[config.mk]
export PLATFORM = sky130hd
export DESIGN_NAME = dcache_port_arbiter
export DESIGN_NICKNAME = d
export VERILOG_FILES = /design/src/rtl/dcache_port_arbiter.sv
export SDC_FILE = /design/constraint.sdc
export NUM_CORES = 1
export LEC_CHECK = 0
export ABC_AREA = 0
export CORE_AREA = 2 2 108 110
export CTS_CLUSTER_SIZE = 25
export DETAILED_ROUTE_END_ITERATION = 8
export DIE_AREA = 0 0 110 112
export PLACE_DENSITY_LB_ADDON = 0.05
export SLEW_MARGIN = 5
export SYNTH_ARGS = -nofsm -noshare
export SYNTH_HDL_FRONTEND = slang
export SYNTH_SLANG_ARGS = --single-unit
[constraint.sdc]
create_clock -name clk -period 1.6 [get_ports clk]
set_input_delay 0.32 -clock clk [delete_from_list [all_inputs] [get_ports clk]]
set_output_delay 0.32 -clock clk [all_outputs]
set_load 0.01 [all_outputs]
[src/rtl/dcache_port_arbiter.sv]
// Arbitrates the single DBus between the load path and the committed-store drain,
// tracking outstanding transaction owners in order so responses return to their issuer.
module dcache_port_arbiter #(
  parameter int OUTSTANDING  = 2,
  parameter int STARVE_LIMIT = 4,
  parameter int EX_W         = 8   // packed exception_t width; bit 0 is the ex flag
) (
  input  logic            clk,
  input  logic            reset,
  input  logic            flush,
  input  logic            ld_req,
  input  logic [2:0]      ld_size,
  input  logic [31:0]     ld_addr,
  output logic            ld_addr_ok,
  output logic            ld_data_ok,
  output logic [31:0]     ld_rdata,
  output logic [EX_W-1:0] ld_ex,
  input  logic            st_req,
  input  logic [3:0]      st_wstrb,
  input  logic [2:0]      st_size,
  input  logic [31:0]     st_addr,
  input  logic [31:0]     st_wdata,
  output logic            st_addr_ok,
  output logic            st_data_ok,
  output logic [EX_W-1:0] st_ex,
  output logic            dcache_req,
  output logic            dcache_wr,
  output logic [3:0]      dcache_wstrb,
  output logic [2:0]      dcache_size,
  output logic [31:0]     dcache_addr,
  output logic [31:0]     dcache_wdata,
  input  logic            dcache_addr_ok,
  input  logic            dcache_data_ok,
  input  logic [31:0]     dcache_rdata,
  input  logic [EX_W-1:0] data_tlb_ex,
  output logic            busy
);

  localparam int PTR_W = (OUTSTANDING > 1) ? $clog2(OUTSTANDING) : 1;
  localparam int CNT_W = $clog2(OUTSTANDING + 1);
  localparam int STV_W = $clog2(STARVE_LIMIT + 1);

  logic             is_store_q [OUTSTANDING];
  logic             is_store_d [OUTSTANDING];
  logic             cancel_q   [OUTSTANDING];
  logic             cancel_d   [OUTSTANDING];
  logic [PTR_W-1:0] head_q, head_d, tail_q, tail_d;
  logic [CNT_W-1:0] count_q, count_d;
  logic [STV_W-1:0] starve_q, starve_d;

  logic full, empty, ld_ok, st_ok, grant_ld, grant_st, push, pop;

  function automatic logic [PTR_W-1:0] ptr_inc(input logic [PTR_W-1:0] p);
    return (p == PTR_W'(OUTSTANDING - 1)) ? '0 : p + PTR_W'(1);
  endfunction

  assign full  = (count_q == CNT_W'(OUTSTANDING));
  assign empty = (count_q == '0);
  assign busy  = !empty;

  assign ld_ok    = ld_req && !flush && !full;
  assign st_ok    = st_req && !full;
  // A starved load overrides the normal store-first priority.
  assign grant_ld = ld_ok && (!st_ok || starve_q == STV_W'(STARVE_LIMIT));
  assign grant_st = st_ok && !grant_ld;

  assign push = dcache_addr_ok && (grant_ld || grant_st);
  assign pop  = dcache_data_ok && !empty;

  assign ld_addr_ok = dcache_addr_ok && grant_ld;
  assign st_addr_ok = dcache_addr_ok && grant_st;

  // NOTE: every signal gets a default at the top of an always_comb so no path can infer a latch.
  always_comb begin
    dcache_req   = ld_ok || st_ok;
    dcache_wr    = grant_st;
    dcache_wstrb = '0;
    dcache_size  = '0;
    dcache_addr  = '0;
    dcache_wdata = '0;
    if (grant_st) begin
      dcache_wstrb = st_wstrb;
      dcache_size  = st_size;
      dcache_addr  = st_addr;
      dcache_wdata = st_wdata;
    end else if (grant_ld) begin
      dcache_size  = ld_size;
      dcache_addr  = ld_addr;
    end
  end

  always_comb begin
    ld_data_ok = 1'b0;
    ld_rdata   = '0;
    ld_ex      = '0;
    st_data_ok = 1'b0;
    st_ex      = '0;
    if (pop) begin
      if (is_store_q[head_q]) begin
        st_data_ok = 1'b1;
        st_ex      = data_tlb_ex;
      end else if (!cancel_q[head_q] && !flush) begin
        ld_data_ok = 1'b1;
        ld_rdata   = dcache_rdata;
        ld_ex      = data_tlb_ex;
      end
    end
  end

  always_comb begin
    is_store_d = is_store_q;
    cancel_d   = cancel_q;
    head_d     = head_q;
    tail_d     = tail_q;
    count_d    = count_q + CNT_W'(push) - CNT_W'(pop);
    starve_d   = starve_q;

    // Marking free slots is harmless: a push always rewrites the cancel flag.
    if (flush) begin
      for (int i = 0; i < OUTSTANDING; i++) begin
        if (!is_store_q[i]) cancel_d[i] = 1'b1;
      end
    end
    if (push) begin
      is_store_d[tail_q] = grant_st;
      cancel_d[tail_q]   = 1'b0;
      tail_d             = ptr_inc(tail_q);
    end
    if (pop) head_d = ptr_inc(head_q);

    if (ld_addr_ok || !ld_req || flush) begin
      starve_d = '0;
    end else if (st_addr_ok && starve_q != STV_W'(STARVE_LIMIT)) begin
      starve_d = starve_q + STV_W'(1);
    end
  end

  // NOTE: the owner flags are reset along with the pointers so a stale cancel bit
  // can never be observed; the array is tiny so this costs nothing meaningful.
  always_ff @(posedge clk) begin
    if (reset) begin
      for (int i = 0; i < OUTSTANDING; i++) begin
        is_store_q[i] <= 1'b0;
        cancel_q[i]   <= 1'b0;
      end
      head_q   <= '0;
      tail_q   <= '0;
      count_q  <= '0;
      starve_q <= '0;
    end else begin
      // NOTE: state registers use non-blocking assignment so all flops update together.
      is_store_q <= is_store_d;
      cancel_q   <= cancel_d;
      head_q     <= head_d;
      tail_q     <= tail_d;
      count_q    <= count_d;
      starve_q   <= starve_d;
    end
  end

endmodule

**Word-level counts from Yosys, hierarchy flattened**

Cells that the tools add are included.
W data, S select, Z words.

- Word-level logic and storage cells: 83
- Bits in registers: 11
- Output and inout bits: 126

- Bitwise gates (word level): 4
- Reductions and logical operators: 26
- Magnitude comparators: 3
- Multiplexer cells: 34
- Eq/ne operators: 3
- Add/sub/neg operators: 5

Operators by type and width:

| operator | count |
|---|---|
| $mux W32 | 6 |
| $mux W8 | 5 |
| $mux W1 | 16 |
| $logic_and A1 B1 Y1 | 12 |
| $logic_not A1 Y1 | 7 |
| $mux W3 | 2 |
| $logic_or A1 B1 Y1 | 5 |
| $ge A2 B2 Y1 const B | 2 |
| $mux W2 | 2 |
| $mux W4 | 1 |
| $not A1 Y2 | 2 |
| $add A3 B1 Y3 const B | 1 |
| $eq A3 B3 Y1 const B | 1 |
| $ne A3 B3 Y1 const B | 1 |
| $add A1 B1 Y1 const B | 2 |
| $add A2 B1 Y2 | 1 |
| $and A2 B2 Y2 | 1 |
| $bwmux W2 | 1 |
| $eq A2 B2 Y1 const B | 1 |
| $logic_not A2 Y1 | 1 |
| $lt A2 B1 Y1 const B | 1 |
| $not A2 Y2 | 1 |
| $reduce_or A2 Y1 | 1 |
| $sub A2 B1 Y2 | 1 |
| $demux W1 S1 | 1 |

**Depth between registers and ports, before layout**

- Word-level depth: 12
- Depth in mapped cells: 8

**Worst setup path after synthesis**

No wires, ideal clock.

- Kind: register to output
- From: register starve_q[0]
- To: output port dcache_addr[0]
- Cell stages (with the launch flop): 8
- Arrival time: 1.424 ns
- Buffers on the path: 2
- Data required time: 1.280 ns
- Slack: -0.144 ns
- Cells stage by stage: dfxtp_1 > inv_1 > ha_1 > nand4b_1 > and3_1 > buf_2 > clkbuf_1 > a22o_1

- Cells in the longest elaborated chain, start to end: 6
- Elaborated cells on any way between the ends: 7
- Classes of those cells: eq/ne: 1; mux: 2; reduce/logical: 4

Ends and longest elaborated chain:

| what | RTL line | text |
|---|---|---|
| from (decl) | 49 | `logic [STV_W-1:0] starve_q, starve_d;` |
| from (signal assigned) | 157 | `starve_q <= starve_d;` |
| $eq A3 B3 Y1 (*) | 64 | `assign grant_ld = ld_ok && (!st_ok \|\| starve_q == STV_W'(STARVE_LIMIT));` |
| $logic_or A1 B1 Y1 (*) | 64 |  |
| $logic_and A1 B1 Y1 (*) | 64 |  |
| $logic_not A1 Y1 | 65 | `assign grant_st = st_ok && !grant_ld;` |
| $logic_and A1 B1 Y1 | 65 |  |
| $mux W32 (*) | 81 | `if (grant_st) begin` |
| to (decl) | 30 | `output logic [31:0] dcache_addr,` |

Mark *: on every way between the ends. The rest lies on a longest branch, timed or not.

**Final worst setup path**

- From: register head_q
- To: output port ld_rdata[22]

- Cells in the longest elaborated chain, start to end: 9
- Elaborated cells on any way between the ends: 12
- Classes of those cells: mux: 9; bitwise: 1; reduce/logical: 2

Ends and longest elaborated chain:

| what | RTL line | text |
|---|---|---|
| from (decl) | 47 | `logic [PTR_W-1:0] head_q, head_d, tail_q, tail_d;` |
| from (signal assigned) | 146 | `head_q <= '0;` |
| from (signal assigned) | 154 | `head_q <= head_d;` |
| $not A1 Y2 (implied by the code) (*) | 99, 102 |  |
| $mux W1 (implied by the code) (3 in series) | 102 | `end else if (!cancel_q[head_q] && !flush) begin` |
| $logic_not A1 Y1 | 102 |  |
| $logic_and A1 B1 Y1 | 102 |  |
| $mux W32 | 102 |  |
| $mux W32 (*) | 99 | `if (is_store_q[head_q]) begin` |
| $mux W32 (*) | 98 | `if (pop) begin` |
| to (decl) | 16 | `output logic [31:0] ld_rdata,` |

Mark *: on every way between the ends. The rest lies on a longest branch, timed or not. The select of a mux whose other input is x is not followed.

==> reports/results.txt <==
The flow ran to the end, but the final reports show violations. The checks that failed: negative setup slack. Sorting the synthesized cells by area gives the leading types as and2_1, a22o_1, dfxtp_1. After clock tree synthesis, the clock-pin slew on the worst setup and hold paths is 0.04 ns. For the quantity of hold-fixing buffers added after cts, the log shows 0. Setup violations remaining at the end of the flow were counted as 124. Data on the critical path is required at its endpoint by 1.28 ns. In this run the worst path has a maximum fanout of 5. The mapped cell area was 0.00163 mm^2. The wire-length estimate of the detail-placed layout is 9850 um.

STA classifies the critical path startpoint as a flip-flop. The maximum clock path buffer count was 2. The buffering stage count on the worst path with inverters included is 5. Endpoint of the worst-slack reg-to-reg timing path: count_q[1]$_SDFF_PP0_. Averaged over all synthesized cells, the footprint is 7.67 um^2. In the global route stage, overall resource usage came out at 20.3%.

The logs give 0.23 ns for the source-to-sink clock delay at the later pin of the worst-skew pair and 0 for the number of violations of the max-capacitance limit. For the number of levels the H-tree was split into, the log shows 1. The cell that appears most often on the critical path is buf_6. Row count: 39. The first-pass iteration count of the detailed router is 4, and the routability congestion estimate is 0.839. Post-route clock period utilization: 137%.

For the final count of hold timing violations, the log shows 0. In this design, the stage delay of the slowest critical-path cell is 0.36 ns. The run gives 2,966 as the routed via count.

The tools report the worst relative slew slack as 73.0%. The fraction of final layout cells sized beyond drive strength 1 came out at 57.2%. The most instantiated library cell after synthesis is and2_1. During I/O placement, the number of pins put on the boundary was 279. For this design the ratio of total power to cell area is 755 mW/mm^2.

Cell class contributing the biggest share of worst-path delay: buffers and inverters. The routed design uses 1090 um of met3 wire. Count of filler cells inserted in the layout: 1,043.

For the remaining global-route overflow, the log shows 0. For this run, the number of Yosys warnings is 0. In this run the clock root is driven by a clkbuf_16. Dividing the detail-routed wire length by the instance count gives 19.2 um. The top routing layer in use is met4.

After layout, the design draws a total of 4.46 mW. In this run the horizontal extent of the chip is 110 um. The number of vias per cell after detailed routing was 4.23; the final critical-path setup slack was -0.588 ns. The initial cell density of the core was 14.5%. Summing all placed instances gives a cell area of 0.00487 mm^2.

The initial antenna violation count is 1, and the maximum frequency from static timing analysis is 0.457 GHz. After detailed routing, the total wire length is 13,500 um. In the final design database the tool counted 717 nets. The tools report the detailed route wirelength on metal2 as 6920 um. Setup repair after global routing could not meet its margin everywhere. Worst hold-check path type: flip-flop to flip-flop. After routing the design area is 0.00591 mm^2. The clock buffer count from CTS is 3, and the count of different cell masters after synthesis is 37.

The reg-to-reg critical path startpoint is count_q[0]$_SDFF_PP0_. Traced cell by cell, the critical path runs through mux2_4, nor4_4, buf_6, buf_8, buf_12, clkbuf_16, and2_4, buf_6. For the synthesized net count, the log shows 369. After detailed routing, the number of remaining DRC violations is 0. The worst hold path terminates at cancel_q[1]$_SDFF_PP0_. Final count of pins violating max slew: 0.

In this run, synthesis inferred 0 flip-flops with an integrated enable. VDD sags by at most 0.859 mV. Count of state elements after synthesis: 11.

The sequential element share of the synthesized area was 13.5%; the number of clock sinks was 11. For the worst setup path, the data arrival time is 1.87 ns. The slowest stage of the critical path is the dfxtp_4 cell.

The worst-case clock skew is 0.000607 ns. The tools report the die area as 0.0123 mm^2. TritonCTS built the clock tree.

In this run the remaining antenna-violating nets after routing total 0. The critical path is of the flip-flop to output pin type. The region available for standard cell placement spans 0.0112 mm^2. The largest net degree at the start of global routing is 22, and the final-layout setup total negative slack is -52.86 ns. The commonest cells after synthesis are and2_1, a22o_1, dfxtp_1, buf_2, inv_1. Number of cells on the worst reg-to-reg path: 9. Die height: 112 um. The number of antenna diodes in the final layout is 0. The cell depth of the worst hold path is 1, and the number of standard cells after synthesis is 212.

The fraction of post-synthesis cell area in the top cell type by area was 33.1%; the number of buffers added on ports was 278. At the pin with the least slew margin, the transition time is 0.403 ns. The worst reg-to-reg setup slack came out at -0.25 ns. For the first-pass GRT wire length, the log shows 18,800 um.

The worst setup path is captured at an output pin. After synthesis, the share of flip-flops with an asynchronous set or reset is 0%. The number of design-rule violations left by the first detailed-router iteration was 88. The area growth from synthesis to layout is 263%. The commonest register cell after synthesis was dfxtp_1. The run gives 2.73 nW as the static leakage power. Number of global-route vias before repair: 3,077. Of all cell types, the one taking the most synthesized area is and2_1.

The final critical delay including setup and external delays is 2.19 ns. The worst hold path begins at cancel_q[1]$_SDFF_PP0_. The routed metal-1 wire length is 5070 um.
[cell families after synthesis]
kind of cell             Yosys count  share of synthesized area (%)
AND/OR/NAND/NOR                  115                           44.6
AO/OA/AOI/OAI                     48                           24.9
buffers and inverters             27                           9.24
flip-flops                        11                           13.5
multiplexers                       5                           3.54
adder cells (fa/ha/maj)            4                           3.08
XOR/XNOR                           2                           1.08
[worst max path at each step]
stage	start	to	depth (start not counted)	slack, ns
after global placement	flush	dcache_addr[21]	6	-1.0
after CTS	head_q$_SDFFE_PP0P_	ld_rdata[26]	8	-0.64
after detailed placement	flush	dcache_addr[21]	6	-1.02
after floorplan	head_q$_SDFFE_PP0P_	ld_rdata[23]	4	-0.07
after global routing	starve_q[0]$_SDFFE_PP0P_	dcache_addr[0]	10	-0.64
final	head_q$_SDFFE_PP0P_	ld_rdata[22]	8	-0.59
[per-stage QoR]
step	instances	utilization [%]	setup slack, ns	hold WS, ns
after global placement	647	43.6	-0.996	0.485
final	702	52.9	-0.588	0.519
after global routing	702	52.9	-0.639	0.526
after floorplan	212	-	-0.0731	0.447
after CTS	707	51.8	-0.640	0.511
after detailed placement	647	43.6	-1.02	0.497
[timing repair]
item / CTS / global route
resized for setup: 678 / 68
cloned: 12 / 4
pin swaps: 53 / 30
buffers inserted: 45 / 9
endpoints found under the setup margin: 130 / 130
[power by group]
part / total (mW) / internal [mW] / switching (mW)
clock network: 0.456 / 0.335 / 0.122
registers: 0.416 / 0.344 / 0.0716
logic: 3.59 / 2.29 / 1.30
[layout make-up]
type | count | area, um^2 | area share [%]
clock buffer | 4 | 78.8 | 1.33
tap | 143 | 179 | 3.03
inverter | 8 | 30.0 | 0.508
multi-input combinational | 174 | 1560 | 26.4
timing repair buffer | 362 | 3830 | 64.8
sequential | 11 | 234 | 3.96
[flip-flops by register name (all words and copies together) (netlist names)]
register    count
cancel_q        2
count_q         2
head_q          1
is_store_q      2
tail_q          1
starve_q        3
[layout by cell type (no fill, tap or decap), types with 2 or more instances in the layout]
cell type        instances
dlygate4sd2_1            3
dfxtp_4                  3
nand4_1                  3
dfxtp_2                  2
clkbuf_16                6
o21ai_0                  2
dfxtp_1                  6
clkdlybuf4s50_1        147
buf_4                   28
mux2_4                   3
buf_12                   8
buf_16                   9
and2_1                   9
a211oi_1                 3
nor2b_2                  2
inv_1                    4
buf_8                    4
inv_2                    4
ha_4                     3
a22o_1                  34
buf_2                   34
mux2i_1                  2
clkbuf_2                 2
nand2_1                  3
and2_4                  77
nor2_1                   5
buf_6                  123
nor2b_1                  2
xor2_1                   2
[metal layers]
layer / up-vias / track usage (%)
met3: 22 / 5.39
met4: 0 / 5.15
li1: 1436 / -
met2: 118 / 36.9
met5: - / 0
met1: 1390 / 23.0
Note: power is estimated with default switching activity, not from simulation.
